File: config.mk
export PLATFORM = sky130hd
export DESIGN_NAME = disp_mux_sched_flat
export DESIGN_NICKNAME = d
export VERILOG_FILES = /design/src/rtl/disp_mux_sched_if.sv /design/src/rtl/disp_mux_sched.sv /design/src/flat_wrapper.sv
export SDC_FILE = /design/constraint.sdc
export NUM_CORES = 1
export LEC_CHECK = 0
export CAP_MARGIN = 20
export CORE_MARGIN = 5
export CORE_UTILIZATION = 55
export DETAILED_ROUTE_END_ITERATION = 6
export PLACE_DENSITY = 0.78
export REMOVE_ABC_BUFFERS = 1
export SLEW_MARGIN = 20
export SYNTH_ARGS = -nofsm -noshare
export SYNTH_HDL_FRONTEND = slang
export SYNTH_SLANG_ARGS = --single-unit
File: constraint.sdc
create_clock -name clk -period 2.9 [get_ports clk]
set_input_delay 0.58 -clock clk [delete_from_list [all_inputs] [get_ports clk]]
set_output_delay 0.58 -clock clk [all_outputs]
set_load 0.01 [all_outputs]
File: src/rtl/disp_mux_sched_if.sv
// Digit-pair load bus and shared-decoder/anode drive for the two-digit display scheduler.
interface disp_mux_sched_if;
  logic [3:0] dig0_in;
  logic [3:0] dig1_in;
  logic       load;
  logic [3:0] hex_sel;
  logic [1:0] an_n;
  logic       pending;
  logic       frame_tick;

  modport master (
    output dig0_in, dig1_in, load,
    input  hex_sel, an_n, pending, frame_tick
  );

  modport slave (
    input  dig0_in, dig1_in, load,
    output hex_sel, an_n, pending, frame_tick
  );
endinterface

File: src/rtl/disp_mux_sched.sv
// Two-digit time-multiplexing scheduler: SHOW0/BLK0/SHOW1/BLK1 with tear-free commit of
// staged digit pairs at the frame boundary (BLK1 -> SHOW0).
module disp_mux_sched #(
  parameter int unsigned DWELL = 24000,
  parameter int unsigned BLANK = 240
) (
  input  logic             clk,
  input  logic             reset,
  disp_mux_sched_if.slave  bus
);
  localparam int unsigned MAXN = (DWELL > BLANK) ? DWELL : BLANK;
  localparam int unsigned CW   = $clog2(MAXN + 1);
  localparam logic [CW-1:0] DWELL_LAST = CW'(DWELL - 1);
  localparam logic [CW-1:0] BLANK_LAST = CW'(BLANK - 1);

  typedef enum logic [1:0] {SHOW0, BLK0, SHOW1, BLK1} state_t;

  state_t        state;
  logic [CW-1:0] count;
  logic [3:0]    stg0, stg1, act0, act1;
  logic          last_c;

  // Last cycle of the current phase; SHOW phases use DWELL, blanking phases BLANK.
  assign last_c = ((state == SHOW0) || (state == SHOW1)) ? (count == DWELL_LAST)
                                                         : (count == BLANK_LAST);

  // Outputs are updated on the same edge as the state so they always match it.
  always_ff @(posedge clk or posedge reset) begin
    if (reset) begin
      state          <= BLK1;
      count          <= '0;
      stg0           <= 4'h0;
      stg1           <= 4'h0;
      act0           <= 4'h0;
      act1           <= 4'h0;
      bus.an_n       <= 2'b11;
      bus.hex_sel    <= 4'h0;
      bus.pending    <= 1'b0;
      bus.frame_tick <= 1'b0;
    end else begin
      bus.frame_tick <= 1'b0;

      if (bus.load) begin
        stg0 <= bus.dig0_in;
        stg1 <= bus.dig1_in;
      end

      if (bus.load) begin
        bus.pending <= 1'b1;
      end else if (last_c && (state == BLK1)) begin
        bus.pending <= 1'b0;
      end

      if (last_c) begin
        count <= '0;
        case (state)
          SHOW0: begin
            state    <= BLK0;
            bus.an_n <= 2'b11;
          end
          BLK0: begin
            state       <= SHOW1;
            bus.an_n    <= 2'b01;
            bus.hex_sel <= act1;
          end
          SHOW1: begin
            state    <= BLK1;
            bus.an_n <= 2'b11;
          end
          BLK1: begin
            // Commit edge: pre-load staging values become active.
            state          <= SHOW0;
            act0           <= stg0;
            act1           <= stg1;
            bus.an_n       <= 2'b10;
            bus.hex_sel    <= stg0;
            bus.frame_tick <= 1'b1;
          end
          default: begin
            state    <= BLK1;
            bus.an_n <= 2'b11;
          end
        endcase
      end else begin
        count <= count + CW'(1);
      end
    end
  end
endmodule

File: src/flat_wrapper.sv
// flat-port wrapper written by rule: the top's interface ports become plain ports
module disp_mux_sched_flat 
#(
  parameter int unsigned DWELL = 24000,
  parameter int unsigned BLANK = 240
)
  (clk, reset, bus_dig0_in, bus_dig1_in, bus_load, bus_hex_sel, bus_an_n, bus_pending, bus_frame_tick);
  disp_mux_sched_if bus_i ();
  input  logic clk;
  input  logic reset;
  input wire logic [$bits(bus_i.dig0_in)-1:0] bus_dig0_in;
  input wire logic [$bits(bus_i.dig1_in)-1:0] bus_dig1_in;
  input wire logic [$bits(bus_i.load)-1:0] bus_load;
  output wire logic [$bits(bus_i.hex_sel)-1:0] bus_hex_sel;
  output wire logic [$bits(bus_i.an_n)-1:0] bus_an_n;
  output wire logic [$bits(bus_i.pending)-1:0] bus_pending;
  output wire logic [$bits(bus_i.frame_tick)-1:0] bus_frame_tick;
  assign bus_i.dig0_in = bus_dig0_in;
  assign bus_i.dig1_in = bus_dig1_in;
  assign bus_i.load = bus_load;
  assign bus_hex_sel = bus_i.hex_sel;
  assign bus_an_n = bus_i.an_n;
  assign bus_pending = bus_i.pending;
  assign bus_frame_tick = bus_i.frame_tick;
  disp_mux_sched #(.DWELL(DWELL), .BLANK(BLANK)) u_core (.clk(clk), .reset(reset), .bus(bus_i));
endmodule
==> metrics, run 1 <==
Wirelength per Cell 14.0 um; adder-cell share of the synthesized area 4.33%; Compound-Gate Fraction of Synth Area 4.11%; Syn Inst Count 144; GRT Overall Usage 16.4%; TritonCTS clock tree yes; Clk pin slew, worst setup/hold paths 0.11 ns; vias per inst 5.29; n_diodes 0; multiplexer area fraction after synthesis 14.2%; hold_buf cts 0; unique cell type count in the Yosys netlist 31; worst hold path class reg2reg; CP Data Required Time 3.14 ns; layout cells sized above 1 21.4%; Critical Path End Type flip-flop; cell taking the most area after synthesis dfrtp_1; port bufs 18; max-cap violations 0; Leakage 0.854 nW; Worst slew margin 67.9%; flops & latches, synth 37; first-pass GRT wire length 5.33 mm; clk_lat worst skew 0.35 ns; clock sink total 37; first drt pass iteration count 4; floorplan row count 20; RSZ-0062 raised after global routing false; CP Launch Type flip-flop; Critical Path AT 2.62 ns; Post-Syn Area per Cell 12.1 um^2; kind of critical path reg2reg; setup TNS 0 ns; FF/Latch Area 931 um^2; PwrDens 410 nW/um^2; Power, Total 0.828 mW; Hold Vio Cnt, Final 0; Final ANT Viol Nets 0; NumNets Final 184; number of global-route vias before repair 1142; # DRC 0; Placed Cells 204; Synthesis Warnings 0; Core Area 3030 um^2; Root Driver clkbuf_4; Routed WL 2.97 mm; Synth Area in XOR/XNOR 6.56%; largest net degree at the start of global routing 38; status completed; Max Buffers Root-to-Sink 2; skew final 0.0116 ns; crit path max fanout 7; DIE AREA 4380 um^2; H-tree levels 2; FILL cells 211; Die Wd 66.2 um; Area Growth Syn to Fin 16.3%; synthesized area 1740 um^2; sequential share of the synthesized area 53.6%; Final WS setup 0.521 ns; final worst-path cycle share 82.0%; top post-synthesis cells by area dfrtp_1 (48%), mux2_2 (14%), dfstp_2 (6.1%); Max rail drop VDD 0.000308 V; HPWL Detailed 2.22 mm; Placed Area 1970 um^2; Starting Density 57.3%; area share of the largest cell type after synthesis 47.6%; most frequent cells in the layout dfrtp_1 (33), mux2_2 (21), clkdlybuf4s50_1 (18), nor2_1 (16), xnor2_1 (10); CTS resizes 0; flop2flop setup slack 0.52 ns; First DRT Iteration DRCs 50; antenna violations before repair 0; worst slew pin tran 0.477 ns; Setup Buffers After CTS 0; main combinational cell family by area after synthesis simple AND/OR/NAND/NOR gates; Period minus WS final 2.38 ns; Final Setup Violations 0; Post-Synth Simple-Gate Area 14.7%; TritonCTS Buffers 5; num ports 19; final cell count without fillers 212; via total after detailed routing 1122; gpl congestion 0.877; Highest Clock Rate 420 MHz; post-route cell area 2020 um^2; Max Transition Viols Final 0; Die Height 66.2 um; pre-CTS setup slack 0.523 ns; residual overflow from global routing 0; most common cell after layout, fill and taps aside dfrtp_1; multi-input combinational cell area 762 um^2
==> kinds of logic (layout without fill, tap and decap cells) <==
group | count (synthesis) | in the layout
AO/OA/AOI/OAI | 9 | 9
buffers and inverters | 11 | 35
flip-flops | 37 | 37
multiplexers | 22 | 22
XOR/XNOR | 13 | 13
AND/OR/NAND/NOR | 46 | 46
adder cells (fa/ha/maj) | 6 | 6
==> sequential cells by signal, summed over array words and instances, names as in the netlist <==
| signal | count |
|---|---|
| u_core.act1 | 4 |
| u_core.bus.an_n | 2 |
| u_core.bus.frame_tick | 1 |
| u_core.bus.hex_sel | 4 |
| u_core.bus.pending | 1 |
| u_core.count | 15 |
| u_core.state | 2 |
| u_core.stg0 | 4 |
| u_core.stg1 | 4 |
==> layout make-up <==
type,count,area share (%)
Sequential cell,37,46.1
Multi-Input combinational cell,96,37.8
Timing Repair Buffer,20,9.67
Tap cell,44,2.73
Clock buffer,8,2.42
Inverter,7,1.30
==> power breakdown <==
group	internal, mW	switching (mW)
clock	0.0966	0.161
combinational	0.0225	0.0151
sequential	0.527	0.00511
total	0.646	0.181
==> cells in the mapped netlist <==
master    count
dfrtp_1      33
mux2_2       21
nor2_1       16
xnor2_1      10
inv_1         7
ha_1          6
nand2_1       6
nand3_1       5
dfstp_2       4
nand4_1       4
nor3_1        4
nor4_1        4
a21oi_1       3
xor2_1        3
clkbuf_1      2
a21o_1        1
a31oi_1       1
and3_1        1
buf_1         1
buf_2         1
mux2i_1       1
nand4b_1      1
nor2b_1       1
nor3_4        1
nor4_4        1
o21a_1        1
o21ai_0       1
o41a_4        1
o41ai_1       1
or4_1         1
or4_4         1
==> critical path, cell delays in order (launching register included) <==
cell	delay (ns)
dfrtp_1	0.39
ha_1	0.21
nand4_1	0.24
or4_1	0.61
nor4_4	0.45
mux2_2	0.38
==> path summary, 6_finish.rpt <==
check | startpoint | end | cells past startpoint
setup / recovery | u_core.count[0] | u_core.bus.hex_sel[2] | 5
hold / removal | u_core.bus.an_n[0] | u_core.bus.an_n[0] | 2
setup reg to reg | u_core.count[0] | u_core.bus.hex_sel[2] | 5
hold reg to reg | u_core.bus.an_n[0] | u_core.bus.an_n[0] | 2
max in group asynchronous | reset | u_core.state[1] | 3
min in group asynchronous | reset | u_core.count[14] | 3
==> metal layers <==
metal  up-vias  GRT usage, %  routed length, um
li1        547             -                  -
met1       547          20.6               1350
met2        25          25.8               1440
met3         3          6.63                139
met4         0          5.33                 40
met5         -             0                  0
==> per-stage QoR <==
stage	hold WS, ns	util, %
2_1_floorplan	0.455	-
3_3_place_gp	0.452	65.0
3_5_place_dp	0.474	65.0
4_1_cts	0.488	66.7
5_1_grt	0.502	66.7
6_report	0.485	66.7
(Power assumes the default switching activity.)
==> inputs of run 2 (changes only) <==
==> constraint.sdc (replaced) <==
create_clock -name clk -period 2.3 [get_ports clk]
set_input_delay 0.46 -clock clk [delete_from_list [all_inputs] [get_ports clk]]
set_output_delay 0.46 -clock clk [all_outputs]
set_load 0.01 [all_outputs]
==> run 2 against run 1 <==
  * Global-route usage about the same
  * Sequential power up 26%
  * Sequential share of layout area down 1.9 points
  * Utilization up 2.8 points
  * Clock-buffer cell count down 2
  * Register-to-register slack worse by 0.37 ns
  * Fmax up 11%
  * Clock skew down 0.0026 ns
==> metrics, run 2 (synthesis gave the netlist of run 1 again) <==
hold_buf cts 0; FILL cells 231; NumNets Final 190; Power, Total 1.21 mW; CP Launch Type flip-flop; WL met1 1.30 mm; most common cell after layout, fill and taps aside dfrtp_1; PwrDens 573 nW/um^2; H-tree levels 2; layout cells sized above 1 25.9%; Critical Path AT 2.40 ns; Die Wd 66.2 um; Routed WL 3.05 mm; Worst slew margin 69.0%; Area Growth Syn to Fin 21.2%; final worst-path cycle share 93.5%; RSZ-0062 raised after global routing false; Critical Path End Type flip-flop; first drt pass iteration count 4; CP max-delay cell or4_1; setup TNS 0 ns; num ports 19; worst hold path class reg2reg; antenna violations before repair 0; clock sink total 37; CP bufs+invs 0; Period minus WS final 2.15 ns; Clk pin slew, worst setup/hold paths 0.12 ns; Top Metal Used met4; Final ANT Viol Nets 0; Worst path top cell family by delay simple AND/OR/NAND/NOR gates; via total after detailed routing 1185; Highest Clock Rate 465 MHz; Final Setup Violations 0; met3 wire len 183 um; Wirelength per Cell 14.0 um; Max rail drop VDD 0.000408 V; max incr delay on CP 0.50 ns; # DRC 0; Core Area 3030 um^2; largest net degree at the start of global routing 38; crit path max fanout 4; First DRT Iteration DRCs 84; TritonCTS clock tree yes; DIE AREA 4380 um^2; number of flip-flops in the largest register 15; Hold Vio Cnt, Final 0; Leakage 0.900 nW; status completed; skew final 0.00893 ns; number of global-route vias before repair 1224; worst slew pin tran 0.460 ns; Largest Register u_core.count; Max Buffers Root-to-Sink 2; met2 wirelength from detailed routing 1.50 mm; Die Height 66.2 um; Max Transition Viols Final 0; port bufs 18; floorplan row count 20; n_diodes 0; first-pass GRT wire length 5.43 mm; kind of critical path reg2reg; HPWL Detailed 2.24 mm; CP Cell Sequence ha_1 -> nand4_1 -> or4_1 -> nor4_4 -> mux2_2; most frequent cells in the layout dfrtp_1 (33), mux2_2 (21), clkdlybuf4s50_1 (18), nor2_1 (16), xnor2_1 (10); Root Driver clkbuf_4; vias per inst 5.44; CP Data Required Time 2.55 ns; clk_lat worst skew 0.36 ns; TritonCTS Buffers 5; Starting Density 57.3%; GRT Overall Usage 16.4%; max-cap violations 0; gpl congestion 0.880; residual overflow from global routing 0
==> run 2: changes by cell type in the layout (fill, tap and decap cells not counted) <==
cell / delta
clkinvlp_4: +1
bufinv_16: +1
clkbuf_1: -3
clkbuf_8: +1
buf_4: +6
==> run 2: path summary, 6_finish.rpt <==
check,start,to,slack (ns),depth (start not counted)
worst min register to register,u_core.bus.an_n[0],u_core.bus.an_n[0],0.47,2
worst min-delay path,u_core.bus.an_n[0],u_core.bus.an_n[0],0.47,2
worst max-delay path,u_core.count[0],u_core.bus.hex_sel[2],0.15,5
worst max register to register,u_core.count[0],u_core.bus.hex_sel[2],0.15,5
max in group asynchronous,reset,u_core.state[1],1.48,3
min in group asynchronous,reset,u_core.count[8],0.48,3
==> run 2: tightest hold or removal path: stages, from the launching register on <==
cell,delay (ns)
dfstp_2,0.39
inv_1,0.04
mux2i_1,0.05
==> run 2: what timing repair did <==
| item | in CTS | in global routing |
|---|---|---|
| setup buffers | 0 | 0 |
| gates resized for setup | 0 | 0 |
| setup endpoints to repair | 0 | 4 |
| hold endpoints to repair | 0 | 0 |
==> run 2: final cells by class <==
cell class,instances,area (um^2),area share [%]
flip-flops and latches,37,931,44.3
clock inverters,2,37.5,1.78
multi-input cells,96,762,36.2
well taps,44,55.1,2.62
repair buffers,26,240,11.4
clock buffers,6,51.3,2.44
inverters,7,26.3,1.25
==> run 2: power by group <==
group	internal, mW	total [mW]	switching, mW
clock network	0.258	0.487	0.229
logic	0.0283	0.0474	0.0191
registers	0.665	0.671	0.00656
total	0.951	1.21	0.255
==> run 2: per-layer routing <==
| metal | vias to the layer above | track usage (%) |
|---|---|---|
| met4 | 0 | 9.14 |
| met1 | 597 | 19.6 |
| met3 | 7 | 4.59 |
| li1 | 557 | - |
| met2 | 24 | 26.5 |
| met5 | - | 0 |
==> run 2: through the flow <==
stage | cells | area (um^2) | setup WS (ns) | utilization (%) | hold WS (ns)
after floorplan | 140 | 1720 | 0.0449 | - | 0.455
after global placement | 210 | 2010 | 0.126 | 66.5 | 0.454
after detailed placement | 210 | 2010 | 0.0626 | 66.5 | 0.461
after CTS | 218 | 2100 | 0.0540 | 69.5 | 0.478
after global routing | 218 | 2100 | 0.0355 | 69.5 | 0.524
final | 218 | 2100 | 0.150 | 69.5 | 0.474
==> inputs of run 3 (changes only) <==
--- a/config.mk
+++ b/config.mk
@@ -5,6 +5,7 @@
 export SDC_FILE = /design/constraint.sdc
 export NUM_CORES = 1
 export LEC_CHECK = 0
+export ABC_CLOCK_PERIOD_IN_PS = 2300
 export CAP_MARGIN = 20
 export CORE_MARGIN = 5
 export CORE_UTILIZATION = 55
==> results of run 3 <==
Same layout as run 2: the final DEF is identical, and so are final timing and power.
